File: config.mk
export PLATFORM = sky130hd
export DESIGN_NAME = lot_gate_multi
export DESIGN_NICKNAME = d
export VERILOG_FILES = /design/src/rtl/lot_gate_multi.sv
export SDC_FILE = /design/constraint.sdc
export NUM_CORES = 1
export LEC_CHECK = 0
export CAP_MARGIN = 0
export CELL_PAD_IN_SITES_DETAIL_PLACEMENT = 1
export CELL_PAD_IN_SITES_GLOBAL_PLACEMENT = 1
export CORE_ASPECT_RATIO = 0.5
export CORE_MARGIN = 1.5
export CORE_UTILIZATION = 50
export CTS_CLUSTER_SIZE = 8
export DETAILED_ROUTE_END_ITERATION = 8
export GPL_ROUTABILITY_DRIVEN = 1
export PLACE_DENSITY = 0.91
export SETUP_SLACK_MARGIN = 0.3
export SYNTH_ARGS = -nofsm -noshare
export SYNTH_HDL_FRONTEND = slang
export SYNTH_SLANG_ARGS = --single-unit
export TNS_END_PERCENT = 1
File: constraint.sdc
create_clock -name clk -period 10.3 [get_ports clk]
set_input_delay 2.06 -clock clk [delete_from_list [all_inputs] [get_ports clk]]
set_output_delay 2.06 -clock clk [all_outputs]
set_load 0.005 [all_outputs]
File: src/rtl/lot_gate_multi.sv
// Multi-lane parking-lot gate controller.
// Each lane synchronises and debounces its outer (a) and inner (b) sensors and
// tracks vehicle direction; a shared saturating counter tracks occupancy.

// Single-bit two-flop synchroniser followed by a consecutive-sample debouncer.
module lot_gate_deb #(
  parameter int DEBOUNCE = 3
) (
  input  logic clk,
  input  logic reset,
  input  logic raw,
  output logic filt
);
  localparam int DW = (DEBOUNCE > 1) ? $clog2(DEBOUNCE) : 1;

  logic [1:0]    sync;
  logic [DW-1:0] cnt;

  // sync[1] is the metastability-safe sample; filt flips after DEBOUNCE differing samples
  always_ff @(posedge clk or negedge reset) begin
    if (!reset) begin
      sync <= '0;
      cnt  <= '0;
      filt <= 1'b0;
    end else begin
      sync <= {sync[0], raw};
      if (sync[1] == filt) begin
        cnt <= '0;
      end else if (cnt == DW'(DEBOUNCE - 1)) begin
        filt <= sync[1];
        cnt  <= '0;
      end else begin
        cnt <= cnt + 1'b1;
      end
    end
  end
endmodule

// One gate lane: input filtering, direction FSM, timeout and rearm logic.
module lot_gate_lane #(
  parameter int DEBOUNCE = 3,
  parameter int TIMEOUT  = 64
) (
  input  logic clk,
  input  logic reset,
  input  logic a,
  input  logic b,
  output logic enter_nxt,
  output logic exit_nxt,
  output logic enter,
  output logic exit,
  output logic abort
);
  localparam int TW = $clog2(TIMEOUT);

  typedef enum logic [2:0] {IDLE, IN_A, IN_AB, IN_B, OUT_B, OUT_AB, OUT_A} state_t;

  state_t        state;
  logic [TW-1:0] tmr;
  logic          rearm;
  logic          fa, fb, tmo;
  logic [1:0]    ab;

  lot_gate_deb #(.DEBOUNCE(DEBOUNCE)) u_deb_a (.clk(clk), .reset(reset), .raw(a), .filt(fa));
  lot_gate_deb #(.DEBOUNCE(DEBOUNCE)) u_deb_b (.clk(clk), .reset(reset), .raw(b), .filt(fb));

  assign ab = {fa, fb};

  // Timer would reach TIMEOUT on this edge; it outranks any completion.
  always_comb begin
    tmo       = (state != IDLE) && (tmr == TW'(TIMEOUT - 1));
    enter_nxt = !tmo && (state == IN_B)  && (ab == 2'b00);
    exit_nxt  = !tmo && (state == OUT_A) && (ab == 2'b00);
  end

  // Direction FSM with registered pulses; after an abort the lane waits for 00 to rearm.
  always_ff @(posedge clk or negedge reset) begin
    if (!reset) begin
      state <= IDLE;
      tmr   <= '0;
      rearm <= 1'b1;
      enter <= 1'b0;
      exit  <= 1'b0;
      abort <= 1'b0;
    end else begin
      enter <= enter_nxt;
      exit  <= exit_nxt;
      abort <= tmo;
      tmr   <= (state == IDLE) ? '0 : tmr + 1'b1;
      if (tmo) begin
        state <= IDLE;
        rearm <= 1'b0;
        tmr   <= '0;
      end else begin
        case (state)
          IDLE: begin
            if (ab == 2'b00)                rearm <= 1'b1;
            else if (rearm && ab == 2'b10)  state <= IN_A;
            else if (rearm && ab == 2'b01)  state <= OUT_B;
          end
          IN_A: case (ab)
            2'b10:   state <= IN_A;
            2'b11:   state <= IN_AB;
            default: state <= IDLE;
          endcase
          IN_AB: case (ab)
            2'b11:   state <= IN_AB;
            2'b01:   state <= IN_B;
            2'b10:   state <= IN_A;
            default: state <= IDLE;
          endcase
          IN_B: case (ab)
            2'b01:   state <= IN_B;
            2'b11:   state <= IN_AB;
            default: state <= IDLE;
          endcase
          OUT_B: case (ab)
            2'b01:   state <= OUT_B;
            2'b11:   state <= OUT_AB;
            default: state <= IDLE;
          endcase
          OUT_AB: case (ab)
            2'b11:   state <= OUT_AB;
            2'b10:   state <= OUT_A;
            2'b01:   state <= OUT_B;
            default: state <= IDLE;
          endcase
          OUT_A: case (ab)
            2'b10:   state <= OUT_A;
            2'b11:   state <= OUT_AB;
            default: state <= IDLE;
          endcase
          default: state <= IDLE;
        endcase
      end
    end
  end
endmodule

// Top: lane array plus shared occupancy counter.
module lot_gate_multi #(
  parameter  int NUM_LANES = 2,
  parameter  int CAPACITY  = 16,
  parameter  int DEBOUNCE  = 3,
  parameter  int TIMEOUT   = 64,
  localparam int CW        = $clog2(CAPACITY + 1)
) (
  input  logic                 clk,
  input  logic                 reset,
  input  logic [NUM_LANES-1:0] a,
  input  logic [NUM_LANES-1:0] b,
  output logic [NUM_LANES-1:0] enter,
  output logic [NUM_LANES-1:0] exit,
  output logic [NUM_LANES-1:0] abort,
  output logic [CW-1:0]        count,
  output logic                 full,
  output logic                 empty,
  output logic                 overflow,
  output logic                 underflow
);
  localparam int SW = CW + 4;
  localparam logic signed [SW-1:0] CAP_S = SW'(CAPACITY);

  logic [NUM_LANES-1:0] enter_nxt, exit_nxt;
  logic signed [SW-1:0] sum;
  logic [CW-1:0]        count_nxt;

  for (genvar g = 0; g < NUM_LANES; g++) begin : g_lane
    lot_gate_lane #(.DEBOUNCE(DEBOUNCE), .TIMEOUT(TIMEOUT)) u_lane (
      .clk(clk), .reset(reset), .a(a[g]), .b(b[g]),
      .enter_nxt(enter_nxt[g]), .exit_nxt(exit_nxt[g]),
      .enter(enter[g]), .exit(exit[g]), .abort(abort[g])
    );
  end

  // Net all same-edge entries and exits first, then clamp once.
  always_comb begin
    sum = SW'(count);
    for (int i = 0; i < NUM_LANES; i++)
      sum = sum + SW'(enter_nxt[i]) - SW'(exit_nxt[i]);
    if (sum > CAP_S)     count_nxt = CW'(CAPACITY);
    else if (sum[SW-1])  count_nxt = '0;
    else                 count_nxt = sum[CW-1:0];
  end

  // Count, flags and clip pulses all update on the edge the lane pulses register.
  always_ff @(posedge clk or negedge reset) begin
    if (!reset) begin
      count     <= '0;
      full      <= 1'b0;
      empty     <= 1'b1;
      overflow  <= 1'b0;
      underflow <= 1'b0;
    end else begin
      count     <= count_nxt;
      full      <= (count_nxt == CW'(CAPACITY));
      empty     <= (count_nxt == '0);
      overflow  <= (sum > CAP_S);
      underflow <= sum[SW-1];
    end
  end
endmodule

==> results of run 1 <==
[layer usage]
layer | routed length [microns] | share of wire (%) | global-route usage, % | vias up
met1 | 3560 | 43 | 32.6 | 1241
met5 | 0 | 0 | 0 | -
met2 | 4350 | 53 | 50.0 | 41
li1 | - | - | - | 1105
met4 | 197 | 2.4 | 10.2 | 0
met3 | 171 | 2.1 | 4.60 | 21
[sequential cells by signal, summed over array words and instances, names as in the netlist, 4 cells and up]
name and flops:
g_lane.u_lane.tmr 12, g_lane.u_lane.state 6, count 5, g_lane.u_lane.u_deb_a.cnt 4, g_lane.u_lane.u_deb_a.sync 4, g_lane.u_lane.u_deb_b.cnt 4, g_lane.u_lane.u_deb_b.sync 4
[power groups by stage]
stage	registers, mW	logic (mW)	clock network, mW
after floorplan	0.300	0.308	0
after global placement	0.321	0.364	0
after detailed placement	0.327	0.394	0
after CTS	0.326	0.417	0.224
after global routing	0.335	0.460	0.231
final	0.329	0.416	0.222
[critical path, cell delays in order (launching register included)]
cell,delay (ns)
dfrtp_1,0.40
ha_1,0.23
and3_1,0.22
nand3_1,0.19
nand3_1,0.15
or3b_2,0.55
ha_1,0.30
inv_1,0.05
ha_1,0.21
fa_1,0.42
xor2_1,0.26
inv_1,0.08
ha_1,0.37
nand2b_1,0.11
a21oi_1,0.20
inv_1,0.09
nor3b_1,0.34
a2111oi_4,0.11
o21bai_1,0.26
inv_1,0.13
a41oi_1,0.18
[cell usage after synthesis (7+ instances only)]
library cell / instances
a21oi_1: 17
clkbuf_1: 8
dfrtp_1: 52
ha_1: 29
inv_1: 34
nand2_1: 11
nand3_1: 12
nor2_1: 27
nor3_1: 17
o21ai_0: 7
xnor2_1: 16
xor2_1: 9
[path summary, 6_finish.rpt]
kind	startpoint	to	slack, ns
max	g_lane[0].u_lane.tmr[0]	overflow	5.35
min	g_lane[1].u_lane.u_deb_b.sync[0]	g_lane[1].u_lane.u_deb_b.sync[1]	0.35
max reg2reg	g_lane[0].u_lane.tmr[0]	overflow	5.35
min reg2reg	g_lane[1].u_lane.u_deb_b.sync[0]	g_lane[1].u_lane.u_deb_b.sync[1]	0.35
max in group asynchronous	reset	g_lane[1].u_lane.u_deb_a.filt	7.95
min in group asynchronous	reset	g_lane[0].u_lane.abort	1.89
[cells by family (layout without fill, tap and decap cells)]
logic type	Yosys count	in the layout	share of synthesized area [%]
AOI/OAI and AO/OA	64	64	14.2
adders and majority gates	31	31	12.9
xor gates and xnor gates	26	26	7.86
muxes	1	1	0.359
and+or+nand+nor	90	90	14.2
buffers and inverters	48	63	6.47
DFF	55	55	44.0
[stage by stage]
stage	instance area (sq um)	util (%)	setup WS, ns	std cells
2_1_floorplan	3130	-	6.02	315
3_5_place_dp	3370	55.7	5.48	410
5_1_grt	3560	58.8	5.06	418
4_1_cts	3560	58.8	5.36	418
3_3_place_gp	3370	55.7	5.66	410
6_report	3560	58.8	5.35	418
[cells in the final DEF, fill, tap and decap left out, types with 4 or more instances in the layout]
master	synthesis	routed
nor2b_1	4	4
a21oi_1	17	17
a31oi_1	5	5
xnor2_1	16	16
nand3_1	12	12
clkdlybuf4s50_1	0	19
a31o_2	4	4
xor2_1	9	9
o21ai_0	7	7
clkbuf_16	0	5
ha_1	29	29
nor3_1	17	17
nor2_1	27	27
and3_1	5	5
nand2_1	11	11
dfrtp_1	52	52
nand2b_1	4	4
inv_1	34	34
o21bai_1	4	4
[layout make-up]
| cell class | count | area (sq um) |
|---|---|---|
| Fill cell | 686 | 2490 |
| Timing Repair Buffer | 21 | 203 |
| Clock buffer | 6 | 129 |
| Sequential cell | 55 | 1380 |
| Tap cell | 88 | 110 |
| Clock inverter | 2 | 60.1 |
| Multi-Input combinational cell | 212 | 1550 |
| Inverter | 34 | 128 |
==> results.toml, run 1 <==
[status]
outcome = "finished clean"

[synthesis]
synthDominantAreaCellType = "dfrtp_1"
ys_types = 44
synth_seq_area_share_pct = 44.0
synth_seq_cells = 55
synth_enable_flop_cells = 0
synth-main-ff-cell = "dfrtp_1"
cell_area_after_synthesis_sq_mm = 0.00313
synth_top_area_share_pct = 41.5
syn-num-nets = 352
yosys_warnings = 0
post_synth_inst_count = 315
ys_async_sr_fraction_pct = 100
netlist_top_cells_area = "dfrtp_1, ha_1, xnor2_1"
post_synth.cell_area_avg_sq_um = 9.95

[power_and_ir_drop]
vdd_drop_max_mv = 0.144
power.clock.fraction_pct = 23.0
power.net_switching_uw = 385
power_density_mw_per_mm2 = 272
leakagePower_nw = 1.60
post-layout-total-power_uw = 967
combinationalPowerShare_pct = 43.0
power.switching_fraction_pct = 39.9
pwr-share-seq_pct = 34.0
p_int_uw = 582

[critical_path]
crit_path_end_kind = "register"
worst_setup_path_start_kind = "register"
critPathRequiredTime_ns = 10.52
critical_path_class = "reg2reg"
logic_depth_of_the_worst_register_to_register_path = 20
worst-path-max-fanout = 5
critical_path_arrival_ns = 5.17

[timing]
achievable-frequency_mhz = 202
max_slew_margin_pct = 53.6
report.final.hold_viol_count = 0
final.setup_skew_ns = 0.00890
setup-tns-final_ns = 0
timing.final.setup_violations = 0
timing_worst_slew_pin_value_ns = 0.696
rsz0062_at_grt = "no"
layout_worst_path_cycle_share_pct = 48.1
post_route_worst_hold_slack_ns = 0.349
min_period_ns = 4.95
max_transition_viols_final = 0

[flow_run]
cap_violations = 0

[global_route]
antenna_found_initial = 0
first_global_vias = 2638
gr-total-overflow = 0
track_usage_pct = 27.1
grt_start_max_net_pins = 56
grt_first_pass_wirelength_microns = 13800

[placement]
gpl.final_weighted_congestion = 0.839
hpwlAfterDp_microns = 5220
place.port_buffers = 20

[min_path]
timing.hold.worst.class = "reg2reg"
hold-path-cell-count = 0

[drt]
drc = 0
drtIter0Drc = 119
drtAntennaViolNets = 0
post_drt_via_cell_ratio = 5.76
first_pass_iters = 4
drt-wirelength-per-cell_microns = 19.8
dr_total_vias = 2408
final_wl_microns = 8270

[layout]
nNetsFinal = 366
area_delta_synth_final_pct = 13.6
drive_gt1_share_pct = 6.67
antennaDiodeCount = 0

[cts]
h-tree-depth = 2
clock_tree.buffer_depth = 2
clock_buffer_count_from_cts = 5
holdBufCountCts = 0
clock-root-buffer = "clkbuf_16"
clk-insertion-delay-late_ns = 0.30
cts_tree = "built"
clkTransAtPathRegs_ns = 0.08
clock_sinks = 55
post-cts-setup-buffers = 0
cts_resized = 0

[floorplanning]
floorplan.io_pins = 21
die_area_sq_mm = 0.00678
num_rows = 20
die_w_microns = 115
core_area_sq_mm = 0.00606
floorplan.die.height_microns = 59.0
effective_utilization_at_floorplan_pct = 51.8
Note: power is estimated with default switching activity, not from simulation.
==> run 2, diff against run 1 <==
--- a/config.mk
+++ b/config.mk
@@ -10,11 +10,11 @@
 export CELL_PAD_IN_SITES_GLOBAL_PLACEMENT = 1
 export CORE_ASPECT_RATIO = 0.5
 export CORE_MARGIN = 1.5
-export CORE_UTILIZATION = 50
+export CORE_UTILIZATION = 42
 export CTS_CLUSTER_SIZE = 8
 export DETAILED_ROUTE_END_ITERATION = 8
 export GPL_ROUTABILITY_DRIVEN = 1
-export PLACE_DENSITY = 0.91
+export PLACE_DENSITY = 0.82
 export SETUP_SLACK_MARGIN = 0.3
 export SYNTH_ARGS = -nofsm -noshare
 export SYNTH_HDL_FRONTEND = slang
==> constraint.sdc (replaced) <==
create_clock -name clk -period 4.3 [get_ports clk]
set_input_delay 0.86 -clock clk [delete_from_list [all_inputs] [get_ports clk]]
set_output_delay 0.86 -clock clk [all_outputs]
set_load 0.005 [all_outputs]
==> run 2 against run 1 <==
Effect of this change:
- via count up 7.6%
- cell area up 15%
- clock-buffer cell count unchanged
- setup slack worse by 5.3 ns
- sequential cell count unchanged
- sequential power up 140%
- sequential share of layout area down 5.1 points
- clock skew up 0.0017 ns
- maximum frequency up 16%
- first-iteration DRC count up 42%
- largest power group unchanged
==> results.toml, run 2 (synthesis gave the netlist of run 1 again) <==
[status]
outcome = "finished clean"

[global_route]
grt_first_pass_wirelength_microns = 15100
first_global_vias = 2848
antenna_found_initial = 0
track_usage_pct = 24.6
grt_start_max_net_pins = 56
gr-total-overflow = 0

[cts]
clk-insertion-delay-late_ns = 0.30
clock_buffer_count_from_cts = 5
h-tree-depth = 2
cts_tree = "built"
clock_sinks = 55
clkTransAtPathRegs_ns = 0.08
holdBufCountCts = 0
clock-root-buffer = "clkbuf_16"
clock_tree.buffer_depth = 2

[placement]
place.port_buffers = 20
hpwlAfterDp_microns = 5550
gpl.final_weighted_congestion = 0.814
placed_area_sq_mm = 0.00353
setup_slack_at_placement_ns = -0.0311

[critical_path]
crit-reg2reg-launch = "g_lane[0].u_lane.tmr[1]"
critical-path-max-stage-delay_ns = 0.58
critical_path_arrival_ns = 4.48
crit_chain = "ha_2 -> and3_4 -> nand3_2 -> nand3_2 -> or3b_4 -> ha_4 -> inv_2 -> ha_4 -> fa_2 -> inv_2 -> ha_4 -> a211oi_2 -> o21bai_2 -> a21oi_4 -> xor2_2 -> xnor2_2 -> nand3_2 -> nor3_1"
r2r_setup_slack_ns = 0.02
timing.critical_path.slowest_stage_cell = "fa_2"
logic_depth_of_the_worst_register_to_register_path = 18
crit_path_end_kind = "register"
critical_path_class = "reg2reg"
endpoint = "count[2]"
critical_path.startpoint = "g_lane[0].u_lane.tmr[1]"
worst-path-max-fanout = 4
r2r_end = "count[2]"
critPathRequiredTime_ns = 4.50
worst_setup_path_start_kind = "register"

[floorplanning]
die_area_sq_mm = 0.00802
die_w_microns = 125
num_rows = 22
floorplan.die.height_microns = 64.1
core_area_sq_mm = 0.00727
floorplan.io_pins = 21
effective_utilization_at_floorplan_pct = 43.1

[timing]
rsz0062_at_grt = "yes"
report.final.hold_viol_count = 0
max_transition_viols_final = 0
min_period_ns = 4.28
timing.final.setup_violations = 0
layout_worst_path_cycle_share_pct = 99.4
final.setup_skew_ns = 0.0106
post_route_worst_hold_slack_ns = 0.356
achievable-frequency_mhz = 234
timing_worst_slew_pin_value_ns = 0.697
max_slew_margin_pct = 53.5
postLayoutSetupSlackWorst_ns = 0.0245

[layout]
layout.cells.most_common_list = "dfrtp_1, buf_4, nor2_1"
largest_registers = "g_lane.u_lane.tmr: 12 flops, g_lane.u_lane.state: 6 flops, count: 5 flops"
final_design_area_no_fill_sq_mm = 0.00410
nNetsFinal = 396
most_common_library_cell_in_the_layout_ignoring_fill_and_taps = "dfrtp_1"
top_register_by_number_of_flip_flops = "g_lane.u_lane.tmr"
area_delta_synth_final_pct = 30.9
antennaDiodeCount = 0
drive_gt1_share_pct = 28.6
largest_reg_flops = 12

[power_and_ir_drop]
leakagePower_nw = 1.80
p_int_mw = 1.67
pwr-share-seq_pct = 27.5
power.switching_fraction_pct = 41.0
combinationalPowerShare_pct = 55.4
power_density_mw_per_mm2 = 691
power.net_switching_mw = 1.16
power.clock.fraction_pct = 17.1
vdd_drop_max_mv = 0.482

[drt]
drt-wirelength-per-cell_microns = 21.7
final_wl_microns = 9910
drtIter0Drc = 169
dr_total_vias = 2592
drc = 0
drtAntennaViolNets = 0
first_pass_iters = 6
post_drt_via_cell_ratio = 5.68

[flow_run]
cap_violations = 0

[min_path]
timing.hold.worst.class = "reg2reg"
[run 2: how the worst min path moves through the flow]
stage | from | endpoint | slack, ns | cells after the start
final | g_lane[1].u_lane.u_deb_a.sync[0] | g_lane[1].u_lane.u_deb_a.sync[1] | 0.36 | 0
after global routing | g_lane[0].u_lane.u_deb_a.sync[0] | g_lane[0].u_lane.u_deb_a.sync[1] | 0.37 | 0
after CTS | g_lane[1].u_lane.u_deb_a.sync[0] | g_lane[1].u_lane.u_deb_a.sync[1] | 0.36 | 0
after detailed placement | g_lane[1].u_lane.u_deb_a.sync[0] | g_lane[1].u_lane.u_deb_a.sync[1] | 0.34 | 0
after global placement | g_lane[1].u_lane.u_deb_a.sync[0] | g_lane[1].u_lane.u_deb_a.sync[1] | 0.33 | 0
after floorplan | g_lane[0].u_lane.u_deb_a.sync[0] | g_lane[0].u_lane.u_deb_a.sync[1] | 0.33 | 0
[run 2: power groups by stage]
stage / Sequential, mW / Combinational, mW / Clock, mW
after floorplan: 0.719 / 0.776 / 0
after global placement: 0.754 / 0.971 / 0
after detailed placement: 0.770 / 1.03 / 0
after CTS: 0.766 / 1.25 / 0.484
after global routing: 0.795 / 1.69 / 0.507
final: 0.780 / 1.57 / 0.486
[run 2: repair_timing]
action | CTS | global route
endpoints found under the setup margin | 9 | 9
gates resized for setup | 25 | 25
pin swaps | 26 | 14
gates cloned | 0 | 0
setup buffers | 17 | 2
[run 2: layer usage]
layer  routed length [microns]  GRT usage [%]  vias to the layer above
met5                         0              0                        -
met4                       395           13.5                        0
met3                       258           3.85                       33
met2                      5160           46.1                       63
met1                      4090           27.3                     1333
li1                          -              -                     1163
[run 2: area by class of cell]
type | count | area (sq um)
fillers | 799 | 3170
multi-input cells | 212 | 1860
flip-flops and latches | 55 | 1380
repair buffers | 51 | 439
clock buffers | 6 | 139
inverters | 34 | 128
well taps | 96 | 120
clock inverters | 2 | 35.0
[run 2: critical path: cells and delay by family, from the launching register on]
family | cells | cell delay (ns)
buffers and inverters | 2 | 0.11
flip-flops | 1 | 0.40
AO/OA/AOI/OAI | 3 | 0.57
AND/OR/NAND/NOR | 6 | 1.26
XOR/XNOR | 2 | 0.36
adder cells (fa/ha/maj) | 5 | 1.47
[run 2: metrics by stage]
step                instances  setup TNS (ns)  power (mW)  utilization [%]
floorplan                 315               0        1.49                -
global placement          429               0        1.72             48.6
CTS                       454               0        2.50             54.8
finish                    456               0        2.84             56.4
global route              456          -0.216        2.99             56.4
detailed placement        429         -0.0515        1.80             48.6
==> RTL edit 1: new RTL, settings of run 1 <==
Re-encode `state_t` (7 states) as one-hot, 7 bits wide.
--- a/src/rtl/lot_gate_multi.sv
+++ b/src/rtl/lot_gate_multi.sv
@@ -54,5 +54,5 @@
   localparam int TW = $clog2(TIMEOUT);
 
-  typedef enum logic [2:0] {IDLE, IN_A, IN_AB, IN_B, OUT_B, OUT_AB, OUT_A} state_t;
+  typedef enum logic [6:0] {IDLE = 7'b0000001, IN_A = 7'b0000010, IN_AB = 7'b0000100, IN_B = 7'b0001000, OUT_B = 7'b0010000, OUT_AB = 7'b0100000, OUT_A = 7'b1000000} state_t;
 
   state_t        state;
Check against the original RTL: same outputs for any inputs over 10 cycles, from zero or initial values and one cycle with reset low; not proved beyond that.
==> RTL edit 1 against run 1 <==
- total power increased by 13%
- first-iteration DRC count rose to 2.5 times the old value
- wire length is 18% higher
- setup slack got worse by 0.99 ns
- synthesized cell count up 13%
- design area grew 11%
- cell count increased by 9.8%
- count of clock-buffer cells in the layout rose by 6
- area after synthesis grew 11%
- fmax down 17%
- sequential cell count grew 8
==> RTL edit 1: results (changes against run 1) <==
- Crit Reg-Reg Startpoint: g_lane[0].u_lane.state[5]
- Rel. slew slack: 0.4561 (-0.08009)
- Cts bufs inserted: 9 (+4)
- Post-synthesis cell count: 355 (+13%)
- Clk_lat worst skew: 0.34 ns (+0.04 ns)
- Vias per cell: 5.980 (+3.8%)
- Vias in the first global route: 2,926 (+11%)
- Final HPWL DP: 6177 um (+18%)
- Clock Skew: 0.004355 ns (-0.004547 ns)
- # diodes: 0 (unchanged)
- Placed cell count: 443 (+8.0%)
- Worst EP arrival: 6.21 ns (+1.04 ns)
- DR iter-0 viols: 300 (+150%)
- Share of layout cells above drive strength 1: 0.09537 (+0.02870)
- Ys flop type: dfrtp_1
- Post-CTS setup buffers: 0 (unchanged)
- Worst VDD drop: 0.2105 mV (+46%)
- Status: finished, final reports clean
- Drt first pass iters: 4 (unchanged)
- CP max FO: 8 (+3)
- Pre-CTS WS: 4.820 ns (-0.6637 ns)
- Hold Path Sink: g_lane[1].u_lane.u_deb_b.sync[1]
- CP max stage delay: 0.65 ns (+0.10 ns)
- Gr usage total: 0.2786 (+0.007582)
- Seq/Total Area, Yosys: 0.4565 (+0.01619)
- H-Tree Level Count: 3 (+1)
- Synth top area cells: dfrtp_1 42%, ha_1 5.8%, xnor2_1 4.3%
- DP Area: 3667 sq um (+8.8%)
- # port buffers: 20 (unchanged)
- Top flop regs: g_lane.u_lane.state x14, g_lane.u_lane.tmr x12, count x5
- Nets: 386 (+5.5%)
- Leakage power: 1.740 nW (+8.6%)
- Syn nets: 379 (+7.7%)
- Top cells by instance count after synthesis: 58 x dfrtp_1, 38 x nor2_1, 24 x inv_1
- First-pass GRT wire length: 15,280 um (+11%)
- Routed WL: 9729 um (+18%)
- FFs w/ async S/R, synth: 1.000 (unchanged)
- Clock slew at the register clock pins of the worst setup and hold paths: 0.05 ns (-0.03 ns)
- RR Endpoint: count[0]
- FF-to-FF path depth: 20 (unchanged)
- Class of the worst hold path: reg2reg
- Cell variety after synth: 55 (+25%)
- Final non-filler cell total: 459 (+9.8%)
- Fill cells: 733 (+6.9%)
- Largest net degree at the start of global routing: 64 (+14%)
- Synth warnings: 0 (unchanged)
- Root buf cell: clkbuf_16
- Reg2Reg Setup Slack: 4.36 ns (-0.99 ns)
- Slowest stage cell, crit path: nor3_1
- Global placement routability congestion: 0.8813 (+5.0%)
[RTL edit 1: cells by family (layout without fill, tap and decap cells)]
kind of cell    Yosys count  count (layout)  share of synthesized area
buf+inv                  49              61                    0.05990
xor+xnor                 33              33                    0.08878
flops                    63              63                     0.4565
mux                       5               5                    0.01588
compound gates           53              53                     0.1010
simple gates            134             134                     0.2086
fa+ha+maj                18              18                    0.06929
[RTL edit 1: metal layers]
metal	track usage	share of wire	vias up
met4	0.1092	0.025	0
met2	0.5276	0.52	81
met5	0	0	-
met3	0.09033	0.041	29
met1	0.3048	0.42	1396
li1	-	-	1239
[RTL edit 1: metrics by stage]
stage | hold slack (ns) | utilization
2_1_floorplan | 0.3312 | -
3_3_place_gp | 0.3321 | 0.5473
3_5_place_dp | 0.3387 | 0.5473
4_1_cts | 0.3456 | 0.5923
5_1_grt | 0.3612 | 0.5923
6_report | 0.3455 | 0.5923
[RTL edit 1: how the worst max path moves through the flow]
stage	startpoint	to	slack, ns	cells after the start
finish	g_lane[0].u_lane.state[5]	count[0]	4.36	20
global route	g_lane[0].u_lane.state[5]	count[0]	3.98	20
CTS	g_lane[0].u_lane.state[5]	count[0]	4.40	20
detailed placement	g_lane[0].u_lane.state[5]	overflow	4.82	20
global placement	g_lane[0].u_lane.state[5]	count[0]	5.33	20
floorplan	g_lane[0].u_lane.state[5]	count[0]	5.63	21
[RTL edit 1: power by group]
part | switching, mW | internal (mW)
registers | 0.0726 | 0.303
logic | 0.241 | 0.165
clock network | 0.111 | 0.199
[RTL edit 1: worst max-delay path: cells and delay by family, from the launching register on]
kind                     cells  cell delay (ns)
AO/OA/AOI/OAI                3             0.53
XOR/XNOR                     2             0.70
adder cells (fa/ha/maj)      4             1.39
buffers and inverters        2             0.17
flip-flops                   1             0.48
AND/OR/NAND/NOR              9             2.61
[RTL edit 1: cell type report]
class	instances	share of cell area
Multi-Input combinational cell	243	0.4224
Sequential cell	63	0.3988
Clock buffer	12	0.06463
Timing Repair Buffer	21	0.05107
Tap cell	92	0.02900
Inverter	24	0.02270
Clock inverter	4	0.01135
==> RTL edit 2: new RTL, settings of run 1 <==
Made on the original files. Set the parameter `CAPACITY` to 32 (it was 16).
--- a/src/rtl/lot_gate_multi.sv
+++ b/src/rtl/lot_gate_multi.sv
@@ -141,5 +141,5 @@
 module lot_gate_multi #(
   parameter  int NUM_LANES = 2,
-  parameter  int CAPACITY  = 16,
+  parameter  int CAPACITY  = 32,
   parameter  int DEBOUNCE  = 3,
   parameter  int TIMEOUT   = 64,
Ports: changed (resized count); port bits go from 21 to 22. The function was not compared with the original's and may differ.
==> RTL edit 2 against run 1 <==
- setup slack worse by 0.14 ns
- sequential cell count is 1 higher
- design area grew 1.3%
- critical path depth is 2 lower
- area after synthesis rose by 2.1%
- largest cell class unchanged
- count of clock-buffer cells in the layout down 1
- sequential power grew 2%
- total power rose by 38%
- utilization barely moved
- combinational power increased by 98%
- wire length down 0.27%
==> RTL edit 2: results (changes against run 1) <==
- Post-synthesis adder-cell area fraction: 0.1377 (+0.009118)
- Cts bufs inserted: 5 (unchanged)
- Placed cell count: 413 (+0.73%)
- Top cells by instance count after synthesis: 53 x dfrtp_1, 32 x ha_1, 30 x inv_1, 30 x nor2_1
- Via count: 2,422 (+0.58%)
- CP max FO: 6 (+1)
- Final non-filler cell total: 421 (+0.72%)
- Global placement routability congestion: 0.8331 (-0.74%)
- Clk_lat worst skew: 0.30 ns (about the same)
- Ys flop type: dfrtp_1
- Rel. slew slack: 0.5240 (-0.01217)
- Class of the worst hold path: reg2reg
- Synth warnings: 0 (unchanged)
- Wire per inst: 19.60 um (-0.98%)
- Gr usage total: 0.2655 (-0.005576)
- Top flop regs: g_lane.u_lane.tmr x12, count x6, g_lane.u_lane.state x6
- Largest net degree at the start of global routing: 57 (+1.8%)
- Area share of xor/xnor cells in the synthesized design: 0.07235 (-0.006292)
- Syn nets: 355 (+0.85%)
- Clock Skew: 0.006812 ns (-0.002090 ns)
- # port buffers: 21 (+5.0%)
- Post-synthesis mux area share: 0.007039 (+0.003447)
- CP max stage delay: 0.44 ns (-0.11 ns)
- First-pass GRT wire length: 13,610 um (-1.5%)
- Leakage power: 1.651 nW (+3.0%)
- Drt first pass iters: 4 (unchanged)
- Compound-Gate Fraction of Synth Area: 0.1420 (-0.0001525)
- H-Tree Level Count: 2 (unchanged)
- Synth top area cells: dfrtp_1 41%, ha_1 13%, xnor2_1 4.1%
- Pre-CTS WS: 5.244 ns (-0.2390 ns)
- Worst VDD drop: 0.5406 mV (+280%)
- Nets: 372 (+1.6%)
- Initial antenna violation count: 0 (unchanged)
- DP Area: 3455 sq um (+2.4%)
- Seq/Total Area, Yosys: 0.4392 (-0.001133)
- DR iter-0 viols: 125 (+5.0%)
- Post-CTS setup buffers: 0 (unchanged)
- Worst EP arrival: 5.29 ns (+0.12 ns)
- FFs w/ async S/R, synth: 1.000 (unchanged)
- Root buf cell: clkbuf_16
- Post-synthesis cell count: 315 (unchanged)
- Post-CTS sizing: 0 (unchanged)
- Final Slew Violations: 0 (unchanged)
- Clk buf depth: 2 (unchanged)
- # setup viols final: 0 (unchanged)
- Status: finished, final reports clean
- Cell variety after synth: 49 (+11%)
- Vias in the first global route: 2,707 (+2.6%)
- # diodes: 0 (unchanged)
- Share of layout cells above drive strength 1: 0.07207 (+0.005405)
- Final HPWL DP: 5988 um (+15%)
- Slowest stage cell, crit path: or3b_1
==> RTL edit 2: cell count changes after synthesis, moves of 3 or more <==
| cell | change |
|---|---|
| nor2_1 | +3 |
| inv_1 | -4 |
| ha_1 | +3 |
| nor3b_1 | +3 |
| nand3_1 | -5 |
| nor2b_1 | +3 |
==> RTL edit 2: final cells by class <==
type | instances | area, sq um
multi-input combinational | 216 | 1610
timing repair buffer | 22 | 212.7
clock buffer | 5 | 125.1
inverter | 31 | 116.4
fill | 669 | 2524
sequential | 56 | 1405
tap | 88 | 110.1
clock inverter | 3 | 27.53
==> RTL edit 2: cell families (layout without fill, tap and decap cells) <==
kind of cell	count (synthesis)	in the layout
compound gates	63	63
xor+xnor	24	24
fa+ha+maj	34	34
buf+inv	43	61
flops	56	56
mux	2	2
simple gates	93	93
==> RTL edit 2: where the power goes <==
part / leakage [nW] / switching, mW / internal, mW / total [mW]
Combinational: 0.855 / 0.489 / 0.335 / 0.824
Sequential: 0.724 / 0.0597 / 0.277 / 0.337
Clock: 0.0719 / 0.0839 / 0.0924 / 0.176
Total: 1.65 / 0.632 / 0.705 / 1.34
==> RTL edit 2: per-layer routing <==
layer	track usage	wire length (um)	share of wire	vias up
met1	0.2817	3237	0.39	1220
li1	-	-	-	1112
met5	0	0	0	-
met2	0.5160	4413	0.53	60
met3	0.04908	245	0.030	30
met4	0.1341	354	0.043	0
==> RTL edit 2: final timing paths <==
| kind | startpoint | endpoint | slack [ns] | cells after the start |
|---|---|---|---|---|
| min | g_lane[0].u_lane.u_deb_b.sync[0] | g_lane[0].u_lane.u_deb_b.sync[1] | 0.35 | 0 |
| max reg2reg | g_lane[0].u_lane.tmr[0] | overflow | 5.20 | 18 |
| min reg2reg | g_lane[0].u_lane.u_deb_b.sync[0] | g_lane[0].u_lane.u_deb_b.sync[1] | 0.35 | 0 |
| max | g_lane[0].u_lane.tmr[0] | overflow | 5.20 | 18 |
| max in group asynchronous | reset | count[5] | 7.93 | 2 |
| min in group asynchronous | reset | g_lane[0].u_lane.abort | 1.89 | 2 |
==> RTL edit 2: critical path: cells and delay by family (launching register included) <==
family / cells / cell delay, ns
fa+ha+maj: 5 / 1.55
simple gates: 6 / 1.69
flops: 1 / 0.41
xor+xnor: 1 / 0.27
compound gates: 4 / 0.95
buf+inv: 2 / 0.12
